--- src/rtl/expr_tx.sv ---
// ---------------------------------------------------------------------------
// expr_tx : transmit-side generator of well-formed ASCII expression streams.
//
// Emits digit (op digit)* with one character per valid/ready handshake.
// Content comes from an 8-bit LFSR that advances only on a transfer and
// carries over from one expression to the next.
//
// Ports
//   clk      in   clock, rising edge
//   clr      in   synchronous active-high reset
//   start    in   request a new expression (sampled only while idle)
//   terms    in   digit count, latched with start (0 -> 1, clipped to MAX_TERMS)
//   ready    in   consumer accepts out this cycle
//   err_pos  in   (EXPR_TX_ERR_INJECT_EN only) 1-based index replaced by '#'
//   out      out  ASCII character, 8'h00 when valid=0
//   valid    out  out holds a character
//   busy     out  expression in progress
//   done     out  one-cycle pulse after the final character transfers
//
// Optional feature: define EXPR_TX_ERR_INJECT_EN to add the err_pos input.
// ---------------------------------------------------------------------------
module expr_tx #(
   parameter logic [7:0]  SEED      = 8'h01,
   parameter int unsigned MAX_TERMS = 15
) (
   input  logic       clk,
   input  logic       clr,
   input  logic       start,
   input  logic [3:0] terms,
   input  logic       ready,
`ifdef EXPR_TX_ERR_INJECT_EN
   input  logic [3:0] err_pos,
`endif
   output logic [7:0] out,
   output logic       valid,
   output logic       busy,
   output logic       done
);

   localparam logic [7:0] SEED_EFF  = (SEED == 8'h00) ? 8'h01 : SEED;
   localparam logic [3:0] MAX_T     = 4'(MAX_TERMS);
   localparam logic [7:0] CH_ZERO   = 8'h30;
   localparam logic [7:0] CH_PLUS   = 8'h2B;
   localparam logic [7:0] CH_STAR   = 8'h2A;

   typedef enum logic [1:0] {
      ST_IDLE  = 2'd0,
      ST_DIGIT = 2'd1,
      ST_OP    = 2'd2,
      ST_FIN   = 2'd3
   } state_e;

   state_e      state_q, state_d;
   logic [7:0]  lfsr_q,  lfsr_d;
   logic [3:0]  cnt_q,   cnt_d;
   logic [7:0]  out_q,   out_d;
   logic        valid_q, valid_d;
   logic        busy_q,  busy_d;
   logic        done_q,  done_d;
   logic        xfer;
   logic [3:0]  eff_terms;

`ifdef EXPR_TX_ERR_INJECT_EN
   // Stream index needs 5 bits: up to 29 characters per expression.
   logic [4:0]  idx_q, idx_d;
   logic [3:0]  err_q, err_d;
`endif

   function automatic logic [7:0] lfsr_step(input logic [7:0] l);
      return {l[6:0], l[7] ^ l[5] ^ l[4] ^ l[3]};
   endfunction

   // Term count normalisation: 0 means one digit, large values clip.
   always_comb begin
      eff_terms = terms;
      if (terms == 4'd0)     eff_terms = 4'd1;
      else if (terms > MAX_T) eff_terms = MAX_T;
   end

   // Next-state logic; outputs are decoded from the next state so that
   // they are registered and line up with the state they describe.
   always_comb begin
      state_d = state_q;
      lfsr_d  = lfsr_q;
      cnt_d   = cnt_q;
      out_d   = 8'h00;
      valid_d = 1'b0;
      busy_d  = 1'b0;
      done_d  = 1'b0;
      xfer    = valid_q & ready;
`ifdef EXPR_TX_ERR_INJECT_EN
      idx_d   = idx_q;
      err_d   = err_q;
`endif

      case (state_q)
         ST_IDLE: begin
            if (start) begin
               cnt_d   = eff_terms;
               state_d = ST_DIGIT;
`ifdef EXPR_TX_ERR_INJECT_EN
               idx_d   = 5'd1;
               err_d   = err_pos;
`endif
            end
         end
         ST_DIGIT: begin
            if (xfer) begin
               lfsr_d  = lfsr_step(lfsr_q);
               cnt_d   = cnt_q - 4'd1;
               state_d = (cnt_q == 4'd1) ? ST_FIN : ST_OP;
`ifdef EXPR_TX_ERR_INJECT_EN
               idx_d   = idx_q + 5'd1;
`endif
            end
         end
         ST_OP: begin
            if (xfer) begin
               lfsr_d  = lfsr_step(lfsr_q);
               state_d = ST_DIGIT;
`ifdef EXPR_TX_ERR_INJECT_EN
               idx_d   = idx_q + 5'd1;
`endif
            end
         end
         ST_FIN: begin
            state_d = ST_IDLE;
         end
         default: begin
            state_d = ST_IDLE;
         end
      endcase

      case (state_d)
         ST_DIGIT: begin
            valid_d = 1'b1;
            busy_d  = 1'b1;
            out_d   = CH_ZERO + (lfsr_d % 8'd10);
         end
         ST_OP: begin
            valid_d = 1'b1;
            busy_d  = 1'b1;
            out_d   = lfsr_d[0] ? CH_STAR : CH_PLUS;
         end
         ST_FIN: begin
            done_d  = 1'b1;
         end
         default: begin
         end
      endcase

`ifdef EXPR_TX_ERR_INJECT_EN
      // Positions past the stream end never match, so they have no effect.
      if (valid_d && (err_d != 4'd0) && ({1'b0, err_d} == idx_d)) begin
         out_d = 8'h23;
      end
`endif
   end

   // State and output registers.
   always_ff @(posedge clk) begin
      if (clr) begin
         state_q <= ST_IDLE;
         lfsr_q  <= SEED_EFF;
         cnt_q   <= 4'd0;
         out_q   <= 8'h00;
         valid_q <= 1'b0;
         busy_q  <= 1'b0;
         done_q  <= 1'b0;
`ifdef EXPR_TX_ERR_INJECT_EN
         idx_q   <= 5'd0;
         err_q   <= 4'd0;
`endif
      end else begin
         state_q <= state_d;
         lfsr_q  <= lfsr_d;
         cnt_q   <= cnt_d;
         out_q   <= out_d;
         valid_q <= valid_d;
         busy_q  <= busy_d;
         done_q  <= done_d;
`ifdef EXPR_TX_ERR_INJECT_EN
         idx_q   <= idx_d;
         err_q   <= err_d;
`endif
      end
   end

   assign out   = out_q;
   assign valid = valid_q;
   assign busy  = busy_q;
   assign done  = done_q;

endmodule

--- config.mk ---
export PLATFORM = sky130hd
export DESIGN_NAME = expr_tx
export DESIGN_NICKNAME = d
export VERILOG_FILES = /design/src/rtl/expr_tx.sv
export SDC_FILE = /design/constraint.sdc
export NUM_CORES = 1
export LEC_CHECK = 0
export ABC_CLOCK_PERIOD_IN_PS = 3900
export CAP_MARGIN = 30
export CORE_MARGIN = 4
export CORE_UTILIZATION = 45
export DETAILED_ROUTE_END_ITERATION = 8
export PLACE_DENSITY = 0.61
export SYNTH_ARGS = -nofsm -noshare
export SYNTH_HDL_FRONTEND = slang
export SYNTH_SLANG_ARGS = --single-unit
--- constraint.sdc ---
create_clock -name clk -period 3.9 [get_ports clk]
set_clock_uncertainty 0.1 [all_clocks]
set_input_delay 0.39 -clock clk [delete_from_list [all_inputs] [get_ports clk]]
set_output_delay 0.39 -clock clk [all_outputs]
set_load 0.005 [all_outputs]
[Yosys cells after proc, flatten, opt, wreduce, memory -nomap -nowiden]
Index checks and enable logic that the tools add are counted.
Word-level totals
  logic and storage cells: 45
  output and inout port bits: 11
  register bits after elaboration: 24
  input port bits: 8
Operators by class
  reductions and logical operators: 6
  multiplexer cells: 16
  div/mod/pow operators: 1
  order comparisons: 1
  bitwise operators: 4
  add/subtract/negate cells: 2
  equality and inequality tests: 9
Operator list (count)
  $mux 4: 4
  $mux 8: 2
  $pmux 8 s2: 1
  $add 6x8->8 const A: 1
  $eq 2x2->1 const B: 4
  $mod 8x4->8 const B: 1
  $pmux 2 s4: 1
  $pmux 4 s2: 1
  $mux 2: 3
  $eq 2x1->1 const B: 2
  $eq 4x1->1 const B: 1
  $gt 4x4->1 const B: 1
  $logic_not 4->1: 1
  $mux 1: 4
  $ne 2x2->1 const B: 2
  $reduce_or 2->1: 2
  $sub 4x1->4 const B: 1
  $reduce_and 3->1: 1
  $xor 1x1->1: 3
  $logic_not 2->1: 1
  $reduce_bool 2->1: 1
  $and 1x1->1: 1

[Depth between registers and ports, before layout]
  depth in word-level cells: 8
  gate-level depth with buffers: 15
  gate-level depth less buffers: 13

[Least setup slack after synthesis]
No wires, ideal clock.
  path kind: reg2reg
  start: reg state_q[1]
  end: reg out_q[2], in the netlist out[2]
  buffers on the path: 2
  path slack: 0.937 ns
  stages on the path, launching flop included: 14
  data arrival time: 2.741 ns
  cells stage by stage: dfxtp_1 -> inv_1 -> ha_1 -> and3_4 -> buf_12 -> buf_8 -> o21ai_1 -> a221oi_2 -> a32oi_2 -> ha_1 -> o21bai_2 -> xnor2_2 -> and3_1 -> o311a_1
On the way
  cells in the longest elaborated chain, start to end: 6
  elaborated cells on any way between the ends: 15
Ends and longest elaborated chain
  start, declared: RTL line 53  | state_e state_q, state_d;
  start signal, assigned: RTL line 175  | state_q <= state_d;
  $eq 2x2->1 or $eq 2x1->1 (tied branches): RTL line 96  | case (state_q)
  $reduce_or 2->1 (no source line)
  $mux 8
  $mod 8x4->8: RTL line 138  | out_d = CH_ZERO + (lfsr_d % 8'd10);
  $add 6x8->8: RTL line 138
  $pmux 8 s2 *: RTL line 134  | case (state_d)
  end signal, assigned: RTL line 178  | out_q <= out_d;
  end, declared: RTL line 56  | logic [7:0] out_q, out_d;
Every way passes the cells marked *; elsewhere a longest branch is shown, timed or not.
A chain may end at the register's enable or synchronous reset.

[Worst setup path after layout]
  start: reg state_q[0]
  end: reg out_q[5], in the netlist out[5]
Same word-level chain as after synthesis.

==> flow_summary.toml <==
[drt]
vias = 1667
post_drt_wl_per_cell_um = 13.75
drc = 0
detail_route.wirelength_um = 4055
postRouteAntennaNets = 0
dr.first_iter.drc_count = 189
detailedRoute.firstPassIterationCount = 7
via_per_inst = 5.651

[power]
comb_power_share_pct = 20.0
irDropWorstVdd_mv = 0.1746
cell_internal_pwr_w = 0.0004549
total_leakage_power_nw = 0.7676
power_switching_w = 0.0001647
part_of_the_total_power_dissipated_in_the_clock_network_pct = 36.2
cellPowerDensity_nw_per_um2 = 291.4
seq_power_share_pct = 43.8
power_switching_share_pct = 26.58

[sta]
setup_slack_ns = 0.7233
finalCriticalPeriod_ns = 3.177
hold_viol_final = 0
worst_pin_slew_ns = 0.7888
final_min_period_over_clock_period_pct = 81.45
setup-violations-final = 0
timing.max_slew.rel_slack_pct = 47.10
report.final.slew_viol_count = 0
fmaxAchievable_ghz = 0.3148
rsz0062_at_grt = "no"
finalSetupTns_ns = 0

[critical_path]
critPathSlowestCell = "sky130_fd_sc_hd__or3_1"
cpPeakStageDelay_ns = 0.38
critical_path.top_delay_family = "adder cells"
critical_path.most_common_cell = "sky130_fd_sc_hd__ha_1"
critPathRequiredTime_ns = 3.96
timing_worst_setup_path_type = "reg -> reg"
startpoint_type = "register"
cp_max_fo = 13
critical_path.cell_chain = "inv_1, ha_1, nand3_2, buf_4, nand2_1, or3_1, o211ai_1, a32oi_2, ha_1, o21bai_2, xnor2_2, o21ai_1, ha_1, o21ai_0"
cp_data_arrival_time_ns = 3.23
critical_path.n_buffers_inverters = 2
critical_path_end_type = "register"

[clocking]
cts.sink_count = 24
postCtsHoldBufs = 0
cts-htree-levels = 1
postCtsResizedCells = 0
cts_inserted_buffers = 3
cts_tree = "yes"
clock_tree.root_cell = "sky130_fd_sc_hd__clkbuf_8"
path_clk_slew_ns = 0.08
post-cts-setup-buffers = 0
cts.path.max_buffers = 2
clkLatencyLatePin_ns = 0.27

[synthesis]
ys_top_cells_by_area = "sky130_fd_sc_hd__dfxtp_1 (25%), sky130_fd_sc_hd__ha_1 (6.5%), sky130_fd_sc_hd__nor2_1 (5.8%), sky130_fd_sc_hd__nand2_1 (4.8%), sky130_fd_sc_hd__a21oi_1 (4.4%)"
ys.warnings.count = 0
ys_seq_elements = 24
synth_edf_count = 0
synthesis.area_um2 = 1938
syn_nets = 253
synth_async_sr_flop_share_pct = 0
yosysSeqAreaShare_pct = 24.79
netlist.top_cell.by_area = "sky130_fd_sc_hd__dfxtp_1"
post_synthesis_average_cell_area_um2 = 8.247
postSynth.topFlopCell = "sky130_fd_sc_hd__dfxtp_1"
synth_top_area_share_pct = 24.79
synthesis.instances = 235
synth_cell_type_count = 73

[global_route]
maximum_number_of_pins_on_one_net_before_global_route_repair = 22
first_global_vias = 1487
grt_first_pass_wirelength_um = 6886
grt_antenna_before_repair = 0
global_route.usage.total_pct = 15.67
grt.overflow.total = 0

[layout]
drive_above_1_share_pct = 13.06
layout.nets = 264
final-seq-area_um2 = 480.5
multiInputGateArea_um2 = 1267
fillers = 404
areaGrowthSynthToFinish_pct = 9.684
antenna_cells = 0

[placed_design]
numPortBuffers = 18
pre_cts_slack_ns = 0.5931
dp.final_hpwl_um = 3029
gp_congestion = 0.8718

[floorplanning]
floorplan.die.height_um = 73.63
die-area_um2 = 5421
die-width_um = 73.63
design.core.area_um2 = 4086
floorplan.io_pins = 19
initial_core_util_pct = 47.43
rows = 23

[job]
maxCapViolations = 0

[hold_path]
hold_path.class = "reg -> reg"

[status]
outcome = "finished, final reports clean"
synth_stat cells (4+ instances only):
| cell type | n |
|---|---|
| sky130_fd_sc_hd__a21oi_1 | 17 |
| sky130_fd_sc_hd__nand3_1 | 4 |
| sky130_fd_sc_hd__o21ai_1 | 5 |
| sky130_fd_sc_hd__buf_6 | 4 |
| sky130_fd_sc_hd__nor2b_1 | 5 |
| sky130_fd_sc_hd__ha_1 | 10 |
| sky130_fd_sc_hd__nor2_1 | 30 |
| sky130_fd_sc_hd__dfxtp_1 | 24 |
| sky130_fd_sc_hd__a211oi_1 | 6 |
| sky130_fd_sc_hd__xnor2_1 | 4 |
| sky130_fd_sc_hd__o21ai_0 | 8 |
| sky130_fd_sc_hd__nand2b_1 | 4 |
| sky130_fd_sc_hd__nor3_1 | 5 |
| sky130_fd_sc_hd__nand2_1 | 25 |
| sky130_fd_sc_hd__inv_1 | 9 |
routing by layer:
layer	vias to the layer above	GRT usage, %	routed length (um)
met3	7	3.967	248
met4	0	2.213	28
met5	-	0	0
li1	860	-	-
met1	746	22.57	1930
met2	54	24.02	1847
cell families after synthesis:
logic type | synth area share (%)
compound gates | 30.86
xor+xnor | 2.647
fa+ha+maj | 6.456
buf+inv | 9.812
flops | 24.79
mux | 1.549
other cells | 0.3875
simple gates | 23.50
registers in the layout (all words and copies together), names as in the netlist:
name and count:
out 8, state_q 2, lfsr_q 8, cnt_q 4, done 1, busy 1
per-stage QoR:
stage | power (W) | hold slack (ns) | cell area, um^2 | cells | util (%)
2_1_floorplan | 0.0003623 | 0.3693 | 1938 | 235 | -
3_3_place_gp | 0.0004019 | 0.4066 | 2054 | 291 | 50.28
3_5_place_dp | 0.0004013 | 0.4101 | 2054 | 291 | 50.28
4_1_cts | 0.0006283 | 0.4314 | 2126 | 295 | 52.02
5_1_grt | 0.0006505 | 0.4620 | 2126 | 295 | 52.02
6_report | 0.0006195 | 0.4209 | 2126 | 295 | 52.02
path summary, 6_finish.rpt:
path / start / end / slack (ns) / cells after the start
worst max-delay path: state_q[0] / out[5] / 0.72 / 14
worst min-delay path: lfsr_q[0] / lfsr_q[0] / 0.42 / 2
worst max register to register: state_q[0] / out[5] / 0.72 / 14
worst min register to register: lfsr_q[0] / lfsr_q[0] / 0.42 / 2
tightest hold or removal path, cell delays in order (launching register included):
cell and delay [ns]:
sky130_fd_sc_hd__dfxtp_1 0.33, sky130_fd_sc_hd__a21oi_1 0.10, sky130_fd_sc_hd__nand2b_1 0.06
final cells by class:
cell class                 instances  area share (%)
clock buffer                       3           1.942
multi-input combinational        185           59.62
tap                               50           2.943
inverter                          11           1.942
timing repair buffer              21           9.535
clock inverter                     1           1.413
sequential                        24           22.60
power groups by stage:
stage	combinational, W	clock [W]	sequential, W
floorplan	0.0000866	0	0.000276
global placement	0.000124	0	0.000277
detailed placement	0.000124	0	0.000278
CTS	0.000125	0.000232	0.000272
global route	0.000139	0.000238	0.000274
finish	0.000124	0.000224	0.000272
placed cells by master, fill, tap and decap left out, drive strengths merged, types with 3 or more instances in the layout:
cell,Yosys,final
a211oi,7,7
a21oi,20,20
a22oi,4,4
buf,11,3
clkbuf,4,3
clkdlybuf4s50,0,18
dfxtp,24,24
ha,10,10
inv,10,10
mux2i,3,3
nand2,28,28
nand2b,5,5
nand3,5,5
nor2,31,31
nor2b,6,6
nor3,5,5
o21ai,13,13
or3,3,3
xnor2,5,5
Power figures use the tool's default switching activity.
